## src/rtl/swan64_key_sequencer_128.sv

```systemverilog
// SWAN64 128-bit key schedule sequencer: streams one 32-bit subkey per valid/ready handshake.
// Define SWAN_KS_DEC_EN to add reverse-order (decryption) delivery selected by dec.
module swan64_key_sequencer_128 #(
  parameter int          ROUNDS = 64,
  parameter int          PD     = 24,
  parameter logic [31:0] DELTA0 = 32'h9e3779b9
) (
  input  logic         clk,
  input  logic         rst,
  input  logic         start,
  input  logic [127:0] key_in,
  input  logic         dec,
  output logic         busy,
  output logic         sk_valid,
  input  logic         sk_ready,
  output logic [31:0]  sk,
  output logic [7:0]   sk_round,
  output logic         sk_last,
  output logic         done
);

  localparam logic [7:0] ROUNDS_L = 8'(ROUNDS);

`ifdef SWAN_KS_DEC_EN
  typedef enum logic [2:0] {S_IDLE, S_RUN, S_DONE, S_PRESCAN, S_REVRUN} state_t;
`else
  typedef enum logic [1:0] {S_IDLE, S_RUN, S_DONE} state_t;
  logic dec_unused;
  assign dec_unused = dec;
`endif

  state_t       state_reg, state_next;
  logic [127:0] k_reg, k_next;
  logic [31:0]  d_reg, d_next;
  logic [7:0]   r_reg, r_next;
  logic [31:0]  d_fwd;
  logic [127:0] k_fwd;

  // Key bit 0 is the MSB, so the spec's "rotate right" is a plain right rotate
  // of the [127:0] vector and the subkey word is the low 32 bits.
  function automatic logic [127:0] fwd_step(input logic [127:0] k, input logic [31:0] d);
    logic [127:0] t;
    t = (k >> PD) | (k << (128 - PD));
    return {t[127:32], t[31:0] + d};
  endfunction

`ifdef SWAN_KS_DEC_EN
  function automatic logic [127:0] inv_step(input logic [127:0] k, input logic [31:0] d);
    logic [127:0] t;
    t = {k[127:32], k[31:0] - d};
    return (t << PD) | (t >> (128 - PD));
  endfunction
`endif

  assign d_fwd = d_reg + DELTA0;
  assign k_fwd = fwd_step(k_reg, d_fwd);

  always_ff @(posedge clk or posedge rst) begin
    if (rst) begin
      state_reg <= S_IDLE;
      k_reg     <= '0;
      d_reg     <= '0;
      r_reg     <= '0;
    end else begin
      state_reg <= state_next;
      k_reg     <= k_next;
      d_reg     <= d_next;
      r_reg     <= r_next;
    end
  end

  always_comb begin
    state_next = state_reg;
    k_next     = k_reg;
    d_next     = d_reg;
    r_next     = r_reg;
    case (state_reg)
      S_IDLE: begin
        if (start) begin
          d_next     = DELTA0;
          k_next     = fwd_step(key_in, DELTA0);
          r_next     = 8'd1;
          state_next = S_RUN;
`ifdef SWAN_KS_DEC_EN
          // With a single round the prescan has nothing to do.
          if (dec) state_next = (ROUNDS_L == 8'd1) ? S_REVRUN : S_PRESCAN;
`endif
        end
      end
      S_RUN: begin
        if (sk_ready) begin
          if (r_reg == ROUNDS_L) begin
            state_next = S_DONE;
          end else begin
            k_next = k_fwd;
            d_next = d_fwd;
            r_next = r_reg + 8'd1;
          end
        end
      end
`ifdef SWAN_KS_DEC_EN
      S_PRESCAN: begin
        k_next = k_fwd;
        d_next = d_fwd;
        r_next = r_reg + 8'd1;
        if (r_reg + 8'd1 == ROUNDS_L) state_next = S_REVRUN;
      end
      S_REVRUN: begin
        if (sk_ready) begin
          if (r_reg == 8'd1) begin
            state_next = S_DONE;
          end else begin
            k_next = inv_step(k_reg, d_reg);
            d_next = d_reg - DELTA0;
            r_next = r_reg - 8'd1;
          end
        end
      end
`endif
      S_DONE:  state_next = S_IDLE;
      default: state_next = S_IDLE;
    endcase
  end

  assign busy     = (state_reg != S_IDLE);
  assign done     = (state_reg == S_DONE);
  assign sk       = k_reg[31:0];
  assign sk_round = r_reg;

`ifdef SWAN_KS_DEC_EN
  assign sk_valid = (state_reg == S_RUN) || (state_reg == S_REVRUN);
  assign sk_last  = ((state_reg == S_RUN) && (r_reg == ROUNDS_L)) ||
                    ((state_reg == S_REVRUN) && (r_reg == 8'd1));
`else
  assign sk_valid = (state_reg == S_RUN);
  assign sk_last  = (state_reg == S_RUN) && (r_reg == ROUNDS_L);
`endif

endmodule
```

## config.mk

```make
export PLATFORM = sky130hd
export DESIGN_NAME = swan64_key_sequencer_128
export DESIGN_NICKNAME = d
export VERILOG_FILES = /design/src/rtl/swan64_key_sequencer_128.sv
export SDC_FILE = /design/constraint.sdc
export NUM_CORES = 1
export LEC_CHECK = 0
export BUFFER_PORTS_ARGS = -buffer_cell sky130_fd_sc_hd__buf_2
export CORE_UTILIZATION = 30
export DETAILED_ROUTE_END_ITERATION = 12
export GPL_TIMING_DRIVEN = 1
export PLACE_DENSITY = 0.46
export SKIP_CTS_REPAIR_TIMING = 1
export SYNTH_ARGS = -nofsm -noshare
export SYNTH_HDL_FRONTEND = slang
export SYNTH_SLANG_ARGS = --single-unit
export TNS_END_PERCENT = 50
```

## constraint.sdc

```tcl
create_clock -name clk -period 6.6 [get_ports clk]
set_input_delay 0.66 -clock clk [delete_from_list [all_inputs] [get_ports clk]]
set_output_delay 0.66 -clock clk [all_outputs]
set_load 0.005 [all_outputs]
```

==> impl_results.rst, run 1 <==
.. list-table::
   :header-rows: 1

   * - Metric
     - Value
   * - Largest fanout of any net on the critical path
     - 6
   * - Result of the run
     - finished, final reports clean
   * - Clock insertion delay at the later pin of the skew report
     - between 0.4 and 0.5 ns
   * - Number of antenna violations at the first check in global routing
     - 3
   * - Post-synth design cell area
     - 10600 um2
   * - Total power
     - 7.01 mW
   * - Aggregate negative setup slack
     - 0 ns
   * - Mux contribution to synthesized area
     - 0%
   * - Effective utilization at floorplan
     - 30.6%
   * - Cell-by-cell listing of the critical path
     - ha_1 -> a2111o_1 -> a21boi_2 -> nor2_1 -> or4_4 -> o21ai_4 -> a21o_1 -> xor2_1 -> ha_1 -> a21oi_1 -> inv_1 -> a221oi_1 -> inv_1 -> a21oi_1 -> o31ai_1 -> a21oi_1 -> xor2_1 -> o21ai_0
   * - Worst Setup Path Type
     - reg -> reg
   * - Antenna-violating nets left
     - 0
   * - Library cells used by synthesis
     - 74
   * - Slew Limit Fails
     - 0
   * - Required arrival time at the worst endpoint
     - between 6 and 7 ns
   * - Family of cells with the greatest summed delay on the critical path
     - compound AO/OA/AOI/OAI gates
   * - XOR/XNOR Fraction of Synth Area
     - 6.84%
   * - Count of maximum capacitance violations
     - 0
   * - Largest voltage drop on the vdd net
     - approximately 0.26 mV
   * - Fill cells
     - 3780
   * - Area share of and/or/nand/nor cells after synthesis
     - 21.7%
   * - Dominant synthesized flop cell
     - sky130_fd_sc_hd__dfrtp_1
   * - Post-synth EDFFs
     - 0
   * - Final hold slack
     - 0.273 ns
   * - Clock tree buffer depth
     - 2
   * - Global-route wire length before repair
     - 54.8 mm
   * - Routed wire length
     - 35.3 mm
   * - CTS Sinks
     - 170
   * - Most used cell, CP
     - sky130_fd_sc_hd__a21oi_1
   * - NumNets Final
     - between 1500 and 2000
   * - Core footprint
     - 34700 um2
   * - Number of synthesized register bits
     - 170
   * - Final cycle utilization of the critical path
     - 72.1%
   * - DIE HEIGHT
     - 190 um
   * - Total of warnings raised by yosys
     - 0
   * - Areal power density over the cells
     - 572 nW/um2
   * - Grt total ovfl
     - 0
   * - Number of I/O pins
     - 177
   * - Horizontal die dimension
     - 190 um
   * - Max-slew headroom at the worst pin
     - about a quarter
   * - Sequential cell area fraction in the yosys report
     - 40.0%
   * - Setup Skew
     - 0.0129 ns
   * - Final setup violation count
     - 0
   * - Number of failing hold endpoints at the final stage
     - 0
   * - Overall routing resource usage
     - between 20% and 30%
   * - Count of mapped cells out of synthesis
     - 1301
   * - Cell with the biggest individual delay on the critical path
     - sky130_fd_sc_hd__a2111o_1
   * - Pin slew with the least headroom to its limit
     - 1.11 ns
   * - Arrival time of the worst setup path
     - 5.07 ns
   * - Number of global-route vias before repair
     - between 9000 and 10000
   * - Maximum clock rate
     - between 200 and 250 MHz
   * - Class of the worst hold path
     - in -> async
   * - Buffers and inverters on the worst path
     - 2
   * - 1st-iter DRT viols
     - 624
   * - Crit-path max cell delay
     - 0.53 ns
   * - Cell Rows
     - between 60 and 70
   * - H-tree depth reported by CTS
     - 4
   * - Port Buf Inserts
     - 175
   * - Share of synthesized flip-flops with an asynchronous set or reset
     - between 90% and 100%
   * - Reported leakage power
     - between 5 and 6 nW
   * - WL/cell
     - 18.9 um
   * - Post-Syn Area per Cell
     - 8.17 um2
   * - Buffer cell driving the clock tree root
     - sky130_fd_sc_hd__clkbuf_16
   * - Number of remaining DRC errors
     - 0
   * - CP Launch Type
     - register
   * - Clock period minus worst slack
     - roughly 4.8 ns
   * - Nets in the synthesized netlist
     - 1475
   * - Routed vias
     - 9434
   * - Detailed-placement wirelength estimate
     - 26.1 mm
   * - Worst setup EP type
     - register
   * - Placer Congestion
     - 0.883
   * - Clock tree from TritonCTS
     - done
   * - Pin count of the biggest net entering global routing
     - around 120
   * - RSZ-0062 raised after global routing
     - false
   * - Adder-cell share of the synthesized area
     - 4.90%
   * - Max reg flops
     - 128
   * - Via/cell ratio
     - around 5.1
   * - Growth of design area from synthesis to finish
     - 15.4%
   * - Dominant combinational cell family by area after synthesis
     - simple AND/OR/NAND/NOR gates
   * - CTS Buf Count
     - 17
   * - Area fraction in compound gates after synthesis
     - 21.0%
   * - TritonRoute pass-1 iters
     - 5
   * - Area of the die
     - 36200 um2
   * - Layout cell share with drive strength beyond 1
     - 17.4%
   * - Register clock-pin slew on the reported worst setup and hold paths
     - 0.07 ns
## through the flow
step | cells | util, % | cell area [um2] | setup WS, ns
5_1_grt | 1866 | 35.3 | 12300 | 1.45
3_3_place_gp | 1833 | 33.5 | 11600 | 1.96
6_report | 1868 | 35.3 | 12300 | 1.84
4_1_cts | 1865 | 35.3 | 12200 | 1.86
3_5_place_dp | 1833 | 33.5 | 11600 | 1.92
2_1_floorplan | 1301 | - | 10600 | 1.34
## routing by layer
layer,track usage [%],share of wire [%],vias to the layer above
met2,31.8,46,199
met1,28.1,48,4513
met5,0,0,-
met4,6.52,2.0,0
li1,-,-,4686
met3,2.67,3.6,36
## power breakdown
part           total [mW]  internal, mW  switching [mW]
sequential           2.07          1.53           0.533
clock                1.07         0.607           0.468
combinational        3.87          1.54            2.33
total                7.01          3.68            3.33
## logic make-up after synthesis
| logic type | after synthesis |
|---|---|
| adders and majority gates | 41 |
| xor gates and xnor gates | 83 |
| buffers and inverters | 123 |
| and+or+nand+nor | 546 |
| AOI/OAI and AO/OA | 338 |
| DFF | 170 |
## cell type report
class,instances,area [um2],area share [%]
sequential,170,4250,34.7
antenna,3,7.51,0.0612
timing repair buffer,185,951,7.76
clock inverter,13,175,1.43
clock buffer,19,433,3.53
inverter,15,63.8,0.521
multi-input combinational,1008,5800,47.3
tap,455,569,4.64
## worst paths after layout
kind | end | start | slack [ns] | cells after the start
setup reg to reg | k_reg[28] | d_reg[0] | 1.84 | 18
max in group asynchronous | d_reg[16] | rst | 5.02 | 3
setup / recovery | k_reg[28] | d_reg[0] | 1.84 | 18
hold / removal | k_reg[106] | rst | 0.27 | 2
min in group clk | state_reg[0] | sk_ready | 0.45 | 2
hold reg to reg | d_reg[31] | d_reg[31] | 0.49 | 1
## worst register-to-register path, cell delays in order, from the launching register on
cell                       delay [ns]
sky130_fd_sc_hd__dfrtp_1         0.45
sky130_fd_sc_hd__ha_1            0.30
sky130_fd_sc_hd__a2111o_1        0.53
sky130_fd_sc_hd__a21boi_2        0.28
sky130_fd_sc_hd__nor2_1          0.10
sky130_fd_sc_hd__or4_4           0.45
sky130_fd_sc_hd__o21ai_4         0.24
sky130_fd_sc_hd__a21o_1          0.19
sky130_fd_sc_hd__xor2_1          0.10
sky130_fd_sc_hd__ha_1            0.24
sky130_fd_sc_hd__a21oi_1         0.29
sky130_fd_sc_hd__inv_1           0.12
sky130_fd_sc_hd__a221oi_1        0.50
sky130_fd_sc_hd__inv_1           0.08
sky130_fd_sc_hd__a21oi_1         0.19
sky130_fd_sc_hd__o31ai_1         0.09
sky130_fd_sc_hd__a21oi_1         0.20
sky130_fd_sc_hd__xor2_1          0.18
sky130_fd_sc_hd__o21ai_0         0.10
## cells in the final DEF (no fill, tap or decap), types with 8 or more instances in the layout
cell type,n
sky130_fd_sc_hd__nor2_1,181
sky130_fd_sc_hd__xnor2_1,43
sky130_fd_sc_hd__xor2_1,40
sky130_fd_sc_hd__nand2_1,266
sky130_fd_sc_hd__nand4_1,9
sky130_fd_sc_hd__a21o_1,15
sky130_fd_sc_hd__o31ai_1,8
sky130_fd_sc_hd__dfrtp_1,170
sky130_fd_sc_hd__nand2b_1,8
sky130_fd_sc_hd__a21oi_1,67
sky130_fd_sc_hd__or3_1,8
sky130_fd_sc_hd__buf_2,175
sky130_fd_sc_hd__ha_1,40
sky130_fd_sc_hd__a31oi_1,106
sky130_fd_sc_hd__nor3_1,15
sky130_fd_sc_hd__nand3_1,19
sky130_fd_sc_hd__o21ai_0,67
sky130_fd_sc_hd__buf_4,10
sky130_fd_sc_hd__inv_1,13
sky130_fd_sc_hd__clkbuf_16,17
## cells in the mapped netlist, types with 2 or more instances
cell | count | area (um2)
sky130_fd_sc_hd__nand2_1 | 266 | 998
sky130_fd_sc_hd__nor2_1 | 182 | 683
sky130_fd_sc_hd__dfrtp_1 | 170 | 4250
sky130_fd_sc_hd__a31oi_1 | 106 | 663
sky130_fd_sc_hd__clkbuf_1 | 72 | 270
sky130_fd_sc_hd__a21oi_1 | 67 | 335
sky130_fd_sc_hd__o21ai_0 | 67 | 335
sky130_fd_sc_hd__xnor2_1 | 43 | 377
sky130_fd_sc_hd__ha_1 | 40 | 500
sky130_fd_sc_hd__xor2_1 | 40 | 350
sky130_fd_sc_hd__buf_4 | 32 | 240
sky130_fd_sc_hd__nand3_1 | 19 | 95.1
sky130_fd_sc_hd__a21o_1 | 15 | 113
sky130_fd_sc_hd__inv_1 | 15 | 56.3
sky130_fd_sc_hd__nor3_1 | 15 | 75.1
sky130_fd_sc_hd__nand2b_1 | 9 | 56.3
sky130_fd_sc_hd__nand4_1 | 9 | 56.3
sky130_fd_sc_hd__o31ai_1 | 8 | 60.1
sky130_fd_sc_hd__or3_1 | 8 | 50.1
sky130_fd_sc_hd__and2_1 | 6 | 37.5
sky130_fd_sc_hd__and3_1 | 6 | 37.5
sky130_fd_sc_hd__o21a_1 | 6 | 45.0
sky130_fd_sc_hd__o21bai_1 | 6 | 45.0
sky130_fd_sc_hd__o22ai_1 | 6 | 37.5
sky130_fd_sc_hd__a22o_1 | 5 | 43.8
sky130_fd_sc_hd__o22a_1 | 5 | 43.8
sky130_fd_sc_hd__nor2b_1 | 4 | 25.0
sky130_fd_sc_hd__nor4_1 | 4 | 25.0
sky130_fd_sc_hd__o21ai_1 | 4 | 20.0
sky130_fd_sc_hd__or4_1 | 4 | 30.0
sky130_fd_sc_hd__a21boi_0 | 3 | 22.5
sky130_fd_sc_hd__a221oi_1 | 3 | 26.3
sky130_fd_sc_hd__buf_1 | 3 | 11.3
sky130_fd_sc_hd__o211ai_1 | 3 | 22.5
sky130_fd_sc_hd__o41ai_4 | 3 | 82.6
sky130_fd_sc_hd__or2_2 | 3 | 18.8
sky130_fd_sc_hd__a22oi_1 | 2 | 15.0
sky130_fd_sc_hd__a311oi_1 | 2 | 17.5
sky130_fd_sc_hd__nand2_2 | 2 | 12.5
sky130_fd_sc_hd__nor3_4 | 2 | 32.5
sky130_fd_sc_hd__o2111ai_1 | 2 | 17.5
sky130_fd_sc_hd__o221ai_1 | 2 | 17.5
Note: power is estimated with default switching activity, not from simulation.
==> run 2: changes to the inputs <==
==> constraint.sdc (replaced) <==
create_clock -name clk -period 5 [get_ports clk]
set_input_delay 0.5 -clock clk [delete_from_list [all_inputs] [get_ports clk]]
set_output_delay 0.5 -clock clk [all_outputs]
set_load 0.005 [all_outputs]
==> run 2 against run 1 <==
Compared with the run above:
- sequential share of layout area fell by 0.074 points
- setup slack got worse by 1.4 ns
- clock power rose by 25%
- highest routed layer is now met5
- sequential power rose by 33%
- largest power group unchanged
- register-to-register slack got worse by 1.4 ns
==> impl_results.rst, run 2 (synthesis gave the netlist of run 1 again) <==
.. list-table::
   :header-rows: 1

   * - Metric
     - Value
   * - Result of the run
     - finished, final reports clean (unchanged)
   * - Number of I/O pins
     - 177 (unchanged)
   * - Family of cells with the greatest summed delay on the critical path
     - compound AO/OA/AOI/OAI gates (unchanged)
   * - Switching share of total power
     - 48.1% (was 47.5%)
   * - Buffer cell driving the clock tree root
     - sky130_fd_sc_hd__clkbuf_16 (unchanged)
   * - Place WS
     - 0.429 ns (was 1.92 ns)
   * - Clock insertion delay at the later pin of the skew report
     - 0.44 ns (about the same)
   * - Arrival time of the worst setup path
     - 4.90 ns (was 5.07 ns)
   * - Area of all placed cells without fillers
     - 12300 um2 (about the same)
   * - Reported leakage power
     - 5.38 nW (was 5.37 nW)
   * - Total number of cells along the worst setup path
     - 17 (was 18)
   * - Met3 layer usage reported by global route
     - 3.03% (was 2.67%)
   * - Effective utilization at floorplan
     - 30.6% (unchanged)
   * - Areal power density over the cells
     - 751 nW/um2 (was 572 nW/um2)
   * - Number of remaining DRC errors
     - 0 (unchanged)
   * - Core footprint
     - 34700 um2 (unchanged)
   * - Cell Rows
     - 68 (unchanged)
   * - Routed vias
     - 9414 (was 9434)
   * - Commonest cells after routing, fill and taps aside
     - sky130_fd_sc_hd__nand2_1, sky130_fd_sc_hd__nor2_1, sky130_fd_sc_hd__buf_2 (unchanged)
   * - Most common cell after layout, fill and taps aside
     - sky130_fd_sc_hd__nand2_1 (unchanged)
   * - DIE HEIGHT
     - 190 um (unchanged)
   * - Port Buf Inserts
     - 175 (unchanged)
   * - Area of the die
     - 36200 um2 (unchanged)
   * - Met1 usage
     - 28.3% (was 28.1%)
   * - Required arrival time at the worst endpoint
     - 5.31 ns (was 6.91 ns)
   * - Horizontal die dimension
     - 190 um (unchanged)
   * - Overall routing resource usage
     - 20.0% (was 20.1%)
   * - Final cycle utilization of the critical path
     - 91.8% (was 72.1%)
   * - Number of global-route vias before repair
     - 9196 (was 9298)
   * - Detailed-placement wirelength estimate
     - 26.0 mm (was 26.1 mm)
   * - RSZ-0062 raised after global routing
     - false (unchanged)
   * - Pin slew with the least headroom to its limit
     - 0.922 ns (was 1.11 ns)
   * - Pin count of the biggest net entering global routing
     - 150 (was 121)
   * - Setup Skew
     - 0.0115 ns (was 0.0129 ns)
   * - Max-slew headroom at the worst pin
     - 38.4% (was 25.9%)
   * - Number of failing hold endpoints at the final stage
     - 0 (unchanged)
   * - Register clock-pin slew on the reported worst setup and hold paths
     - 0.07 ns (about the same)
   * - WL/cell
     - 19.0 um (was 18.9 um)
   * - Cell-by-cell listing of the critical path
     - ha_1 -> a2111o_1 -> a21boi_2 -> nor2_1 -> or4_4 -> o21ai_4 -> xor2_1 -> ha_1 -> and4_1 -> nand3_1 -> o21bai_1 -> nand4_1 -> o22ai_2 -> o31ai_1 -> a21oi_1 -> xor2_1 -> o21ai_0 (was ha_1 -> a2111o_1 -> a21boi_2 -> nor2_1 -> or4_4 -> o21ai_4 -> a21o_1 -> xor2_1 -> ha_1 -> a21oi_1 -> inv_1 -> a221oi_1 -> inv_1 -> a21oi_1 -> o31ai_1 -> a21oi_1 -> xor2_1 -> o21ai_0)
   * - Routed wire length
     - 35.7 mm (was 35.3 mm)
   * - Global-route wire length before repair
     - 54.8 mm (about the same)
   * - Register share of total power
     - 29.9% (was 29.5%)
   * - Crit-path max cell delay
     - 0.53 ns (about the same)
   * - Number of antenna violations at the first check in global routing
     - 4 (was 3)
   * - Via/cell ratio
     - 5.03 (was 5.05)
   * - Cell with the biggest individual delay on the critical path
     - sky130_fd_sc_hd__a2111o_1 (unchanged)
   * - NumNets Final
     - 1575 (was 1571)
   * - Maximum clock rate
     - 218 MHz (was 210 MHz)
   * - Clk pwr share
     - 14.6% (was 15.3%)
   * - Slew Limit Fails
     - 0 (unchanged)
   * - Final hold slack
     - 0.119 ns (was 0.273 ns)
   * - Worst r2r src
     - d_reg[0] (unchanged)
   * - Net load switching power
     - 4.44 mW (was 3.33 mW)
   * - Most used routing layer
     - met2 (unchanged)
   * - Layout cell share with drive strength beyond 1
     - 17.8% (was 17.4%)
   * - Power share of the combinational group
     - 55.6% (was 55.2%)
   * - Number of cells traversed by the worst register-to-register path
     - 17 (was 18)
   * - Largest fanout of any net on the critical path
     - 9 (was 6)
   * - Largest voltage drop on the vdd net
     - 0.305 mV (was 0.255 mV)
   * - Fin worst setup slack
     - 0.412 ns (was 1.84 ns)
   * - CTS Sinks
     - 170 (unchanged)
   * - Clock tree buffer depth
     - 2 (unchanged)
   * - 1st-iter DRT viols
     - 675 (was 624)
   * - Class of the worst hold path
     - in -> async (unchanged)
   * - Max reg flops
     - 128 (unchanged)
   * - CP Launch Type
     - register (unchanged)
   * - Grt total ovfl
     - 0 (unchanged)
   * - Post-Place Cell Area
     - 11700 um2 (was 11600 um2)
   * - Clock period minus worst slack
     - 4.59 ns (was 4.76 ns)
   * - Worst Setup Path Type
     - reg -> reg (unchanged)
   * - CTS Buf Count
     - 17 (unchanged)
   * - Placer Congestion
     - 0.871 (was 0.883)
   * - Internal Pwr Total
     - 4.79 mW (was 3.68 mW)
   * - Buffers and inverters on the worst path
     - 0 (was 2)
   * - H-tree depth reported by CTS
     - 4 (unchanged)
   * - Antenna-violating nets left
     - 0 (unchanged)
   * - Count of maximum capacitance violations
     - 0 (unchanged)
   * - Worst setup EP type
     - register (unchanged)
   * - Clock tree from TritonCTS
     - done (unchanged)
   * - Aggregate negative setup slack
     - 0 ns (unchanged)
   * - Growth of design area from synthesis to finish
     - 15.6% (was 15.4%)
   * - TritonRoute pass-1 iters
     - 5 (unchanged)
   * - Final setup violation count
     - 0 (unchanged)
   * - Worst setup path startpoint
     - d_reg[0] (unchanged)
   * - Routing usage on met2
     - 31.3% (was 31.8%)
   * - Total power
     - 9.23 mW (was 7.01 mW)
-- run 2: cell count changes in the layout (fill, tap and decap cells not counted), sizes merged --
| cell | delta |
|---|---|
| buf | +4 |
| clkinvlp | +1 |
| clkinv | +3 |
| inv | -1 |
| bufinv | -2 |
| clkbuf | -1 |
-- run 2: metal layers --
| layer | vias to the layer above | part of all wire [%] |
|---|---|---|
| met3 | 36 | 3.5 |
| met2 | 198 | 46 |
| met1 | 4487 | 49 |
| met4 | 2 | 2.1 |
| met5 | - | 0.036 |
| li1 | 4691 | - |
-- run 2: cell type report --
class | count | area [um2]
Sequential cell | 170 | 4250
Fill cell | 3756 | 22400
Inverter | 15 | 62.6
Antenna cell | 3 | 7.51
Tap cell | 455 | 569
Multi-Input combinational cell | 1008 | 5810
Clock inverter | 14 | 136
Clock buffer | 18 | 439
Timing Repair Buffer | 189 | 1010
-- run 2: final timing paths --
| path | end | slack (ns) |
|---|---|---|
| setup / recovery | k_reg[28] | 0.41 |
| hold / removal | k_reg[110] | 0.12 |
| setup reg to reg | k_reg[28] | 0.41 |
| hold reg to reg | d_reg[31] | 0.50 |
| max in group asynchronous | d_reg[16] | 3.65 |
| min in group clk | state_reg[0] | 0.30 |
-- run 2: power by group through the flow --
stage / logic (mW) / clock network (mW) / registers [mW]
5_1_grt: 5.74 / 1.43 / 2.86
6_report: 5.13 / 1.34 / 2.76
3_5_place_dp: 5.07 / 0 / 2.79
2_1_floorplan: 3.94 / 0 / 2.43
4_1_cts: 5.11 / 1.38 / 2.77
3_3_place_gp: 5.06 / 0 / 2.79
-- run 2: through the flow --
| stage | instances | util, % |
|---|---|---|
| 6_report | 1872 | 35.4 |
| 5_1_grt | 1870 | 35.4 |
| 4_1_cts | 1869 | 35.3 |
| 3_5_place_dp | 1837 | 33.7 |
| 3_3_place_gp | 1837 | 33.7 |
| 2_1_floorplan | 1301 | - |
-- run 2: worst reg2reg max path, stage by stage, from the launching register on --
cell and delay [ns]:
sky130_fd_sc_hd__dfrtp_1 0.44, sky130_fd_sc_hd__ha_1 0.29, sky130_fd_sc_hd__a2111o_1 0.53, sky130_fd_sc_hd__a21boi_2 0.24, sky130_fd_sc_hd__nor2_1 0.10, sky130_fd_sc_hd__or4_4 0.45, sky130_fd_sc_hd__o21ai_4 0.21, sky130_fd_sc_hd__xor2_1 0.23
sky130_fd_sc_hd__ha_1 0.31, sky130_fd_sc_hd__and4_1 0.24, sky130_fd_sc_hd__nand3_1 0.11, sky130_fd_sc_hd__o21bai_1 0.14, sky130_fd_sc_hd__nand4_1 0.15, sky130_fd_sc_hd__o22ai_2 0.40, sky130_fd_sc_hd__o31ai_1 0.15, sky130_fd_sc_hd__a21oi_1 0.19
sky130_fd_sc_hd__xor2_1 0.17, sky130_fd_sc_hd__o21ai_0 0.09
==> run 3: changes to the inputs <==
--- a/config.mk
+++ b/config.mk
@@ -10,6 +10,7 @@
 export DETAILED_ROUTE_END_ITERATION = 12
 export GPL_TIMING_DRIVEN = 1
 export PLACE_DENSITY = 0.46
+export REMOVE_ABC_BUFFERS = 1
 export SKIP_CTS_REPAIR_TIMING = 1
 export SYNTH_ARGS = -nofsm -noshare
 export SYNTH_HDL_FRONTEND = slang
==> run 3 against run 2 <==
Compared with the run above:
- first-iteration DRC count is 22% lower
- wire length shrank 9.4%
- hold slack better by 0.063 ns
- sequential share of layout area decreased by 0.081 points
- largest cell class unchanged
==> impl_results.rst, run 3 (synthesis gave the netlist of run 1 again) <==
.. list-table::
   :header-rows: 1

   * - Metric
     - Value
   * - Pin slew with the least headroom to its limit
     - 0.915 ns (was 0.922 ns)
   * - Clock period minus worst slack
     - 4.61 ns (was 4.59 ns)
   * - Internal Pwr Total
     - 4.92 mW (was 4.79 mW)
   * - Layout cell share with drive strength beyond 1
     - 17.6% (was 17.8%)
   * - Buffer cell driving the clock tree root
     - sky130_fd_sc_hd__clkbuf_16 (unchanged)
   * - Growth of design area from synthesis to finish
     - 15.9% (was 15.6%)
   * - Area of the die
     - 36200 um2 (unchanged)
   * - Most common cell after layout, fill and taps aside
     - sky130_fd_sc_hd__nand2_1 (unchanged)
   * - Clock insertion delay at the later pin of the skew report
     - 0.45 ns (was 0.44 ns)
   * - WL/cell
     - 17.3 um (was 19.0 um)
   * - Reported leakage power
     - 5.39 nW (was 5.38 nW)
   * - Routed vias
     - 9377 (was 9414)
   * - Arrival time of the worst setup path
     - 4.97 ns (was 4.90 ns)
   * - Core footprint
     - 34700 um2 (unchanged)
   * - Clock tree buffer depth
     - 2 (unchanged)
   * - RSZ-0062 raised after global routing
     - false (unchanged)
   * - CTS Sinks
     - 170 (unchanged)
   * - Overall routing resource usage
     - 18.2% (was 20.0%)
   * - Total power
     - 9.16 mW (was 9.23 mW)
   * - Clock tree from TritonCTS
     - done (unchanged)
   * - Largest voltage drop on the vdd net
     - 0.341 mV (was 0.305 mV)
   * - Antenna-violating nets left
     - 0 (unchanged)
   * - Maximum clock rate
     - 217 MHz (was 218 MHz)
   * - Worst setup EP type
     - register (unchanged)
   * - 1st-iter DRT viols
     - 529 (was 675)
   * - Cell-by-cell listing of the critical path
     - ha_1 -> a2111o_1 -> a21boi_2 -> nor2_1 -> or4_4 -> xnor2_1 -> ha_1 -> a21o_1 -> o21bai_1 -> a21oi_1 -> nor2b_1 -> a311o_1 -> a41oi_2 -> a31oi_1 -> and3b_1 -> nor4_1 (was ha_1 -> a2111o_1 -> a21boi_2 -> nor2_1 -> or4_4 -> o21ai_4 -> xor2_1 -> ha_1 -> and4_1 -> nand3_1 -> o21bai_1 -> nand4_1 -> o22ai_2 -> o31ai_1 -> a21oi_1 -> xor2_1 -> o21ai_0)
   * - Slew Limit Fails
     - 0 (unchanged)
   * - Class of the worst hold path
     - in -> async (unchanged)
   * - Commonest cells after routing, fill and taps aside
     - sky130_fd_sc_hd__nand2_1, sky130_fd_sc_hd__nor2_1, sky130_fd_sc_hd__buf_2 (unchanged)
   * - Global-route wire length before repair
     - 51.1 mm (was 54.8 mm)
   * - Crit-path max cell delay
     - 0.51 ns (was 0.53 ns)
   * - DIE HEIGHT
     - 190 um (unchanged)
   * - NumNets Final
     - 1572 (was 1575)
   * - Setup Skew
     - 0.0127 ns (was 0.0115 ns)
   * - Detailed-placement wirelength estimate
     - 22.2 mm (was 26.0 mm)
   * - Final design utilization
     - 35.5% (was 35.4%)
   * - Required arrival time at the worst endpoint
     - 5.36 ns (was 5.31 ns)
   * - Number of I/O pins
     - 177 (unchanged)
   * - Cell Rows
     - 68 (unchanged)
   * - Via/cell ratio
     - 5.03 (about the same)
   * - Register share of total power
     - 29.2% (was 29.9%)
   * - Grt total ovfl
     - 0 (unchanged)
   * - Final hold slack
     - 0.182 ns (was 0.119 ns)
   * - Largest fanout of any net on the critical path
     - 6 (was 9)
   * - Antenna cells
     - 0 (was 3)
   * - Number of antenna violations at the first check in global routing
     - 2 (was 4)
   * - Pin count of the biggest net entering global routing
     - 211 (was 150)
   * - Cell with the biggest individual delay on the critical path
     - sky130_fd_sc_hd__a2111o_1 (unchanged)
   * - Routed wire length
     - 32.3 mm (was 35.7 mm)
   * - Number of remaining DRC errors
     - 0 (unchanged)
   * - Count of maximum capacitance violations
     - 0 (unchanged)
   * - Result of the run
     - finished, final reports clean (unchanged)
   * - Final cycle utilization of the critical path
     - 92.3% (was 91.8%)
   * - Final setup violation count
     - 0 (unchanged)
   * - Number of failing hold endpoints at the final stage
     - 0 (unchanged)
   * - Switching share of total power
     - 46.3% (was 48.1%)
   * - Areal power density over the cells
     - 744 nW/um2 (was 751 nW/um2)
   * - Power share of the combinational group
     - 54.4% (was 55.6%)
   * - H-tree depth reported by CTS
     - 4 (unchanged)
   * - Net load switching power
     - 4.24 mW (was 4.44 mW)
   * - Effective utilization at floorplan
     - 30.6% (unchanged)
   * - TritonRoute pass-1 iters
     - 5 (unchanged)
   * - Number of global-route vias before repair
     - 8989 (was 9196)
   * - Family of cells with the greatest summed delay on the critical path
     - compound AO/OA/AOI/OAI gates (unchanged)
   * - Max-slew headroom at the worst pin
     - 39.0% (was 38.4%)
   * - Most used cell, CP
     - sky130_fd_sc_hd__ha_1
   * - Clk pwr share
     - 16.3% (was 14.6%)
   * - CTS Buf Count
     - 17 (unchanged)
   * - Register clock-pin slew on the reported worst setup and hold paths
     - 0.08 ns (was 0.07 ns)
   * - Placer Congestion
     - 0.837 (was 0.871)
   * - Horizontal die dimension
     - 190 um (unchanged)
   * - Port Buf Inserts
     - 175 (unchanged)
   * - Worst Setup Path Type
     - reg -> reg (unchanged)
   * - CP Launch Type
     - register (unchanged)
   * - Buffers and inverters on the worst path
     - 0 (unchanged)
   * - Max reg flops
     - 128 (unchanged)
==> run 3: changes by cell type in the layout (fill, tap and decap cells not counted) <==
cell | before | now
sky130_fd_sc_hd__bufinv_16 | 1 | 4
sky130_fd_sc_hd__clkinv_2 | 4 | 1
sky130_fd_sc_hd__diode_2 | 3 | 0
sky130_fd_sc_hd__buf_4 | 12 | 10
sky130_fd_sc_hd__a221oi_1 | 3 | 2
sky130_fd_sc_hd__a221oi_2 | 1 | 2
sky130_fd_sc_hd__buf_12 | 2 | 1
sky130_fd_sc_hd__clkbuf_1 | 0 | 1
sky130_fd_sc_hd__clkbuf_8 | 1 | 0
==> run 3: final timing paths <==
kind	from	endpoint	slack (ns)	depth (start not counted)
max in group asynchronous	rst	k_reg[32]	3.79	3
min	rst	k_reg[96]	0.18	2
min reg2reg	d_reg[31]	d_reg[31]	0.49	1
max	d_reg[0]	k_reg[29]	0.39	16
min in group clk	sk_ready	state_reg[0]	0.29	2
max reg2reg	d_reg[0]	k_reg[29]	0.39	16
==> run 3: layout make-up <==
cell class              count  area, um2
fillers                  3744      22400
multi-input cells        1008       5810
flip-flops and latches    170       4250
repair buffers            186        971
well taps                 455        569
clock buffers              18        429
clock inverters            14        208
inverters                  15       66.3
==> run 3: per-stage QoR <==
step / setup TNS (ns) / cell area, um2 / setup WS (ns) / cells
6_report: 0 / 12300 / 0.386 / 1866
5_1_grt: 0 / 12300 / 0.0438 / 1866
3_3_place_gp: 0 / 11700 / 0.431 / 1834
4_1_cts: 0 / 12300 / 0.327 / 1866
3_5_place_dp: 0 / 11700 / 0.364 / 1834
2_1_floorplan: -694.39 / 10100 / -7.25 / 1193
==> run 3: routing by layer <==
layer / global-route usage, % / routed length, um / vias to the layer above
li1: - / - / 4682
met1: 26.5 / 16400 / 4486
met2: 27.3 / 13900 / 177
met3: 3.54 / 1540 / 28
met4: 4.89 / 442 / 4
met5: 0 / 23 / -
==> run 3: power by group through the flow <==
stage               sequential [mW]  combinational [mW]  clock, mW
global placement               2.70                4.90          0
detailed placement             2.71                4.93          0
floorplan                      2.50                3.75          0
CTS                            2.70                4.97       1.55
finish                         2.68                4.99       1.50
global route                   2.78                5.61       1.59
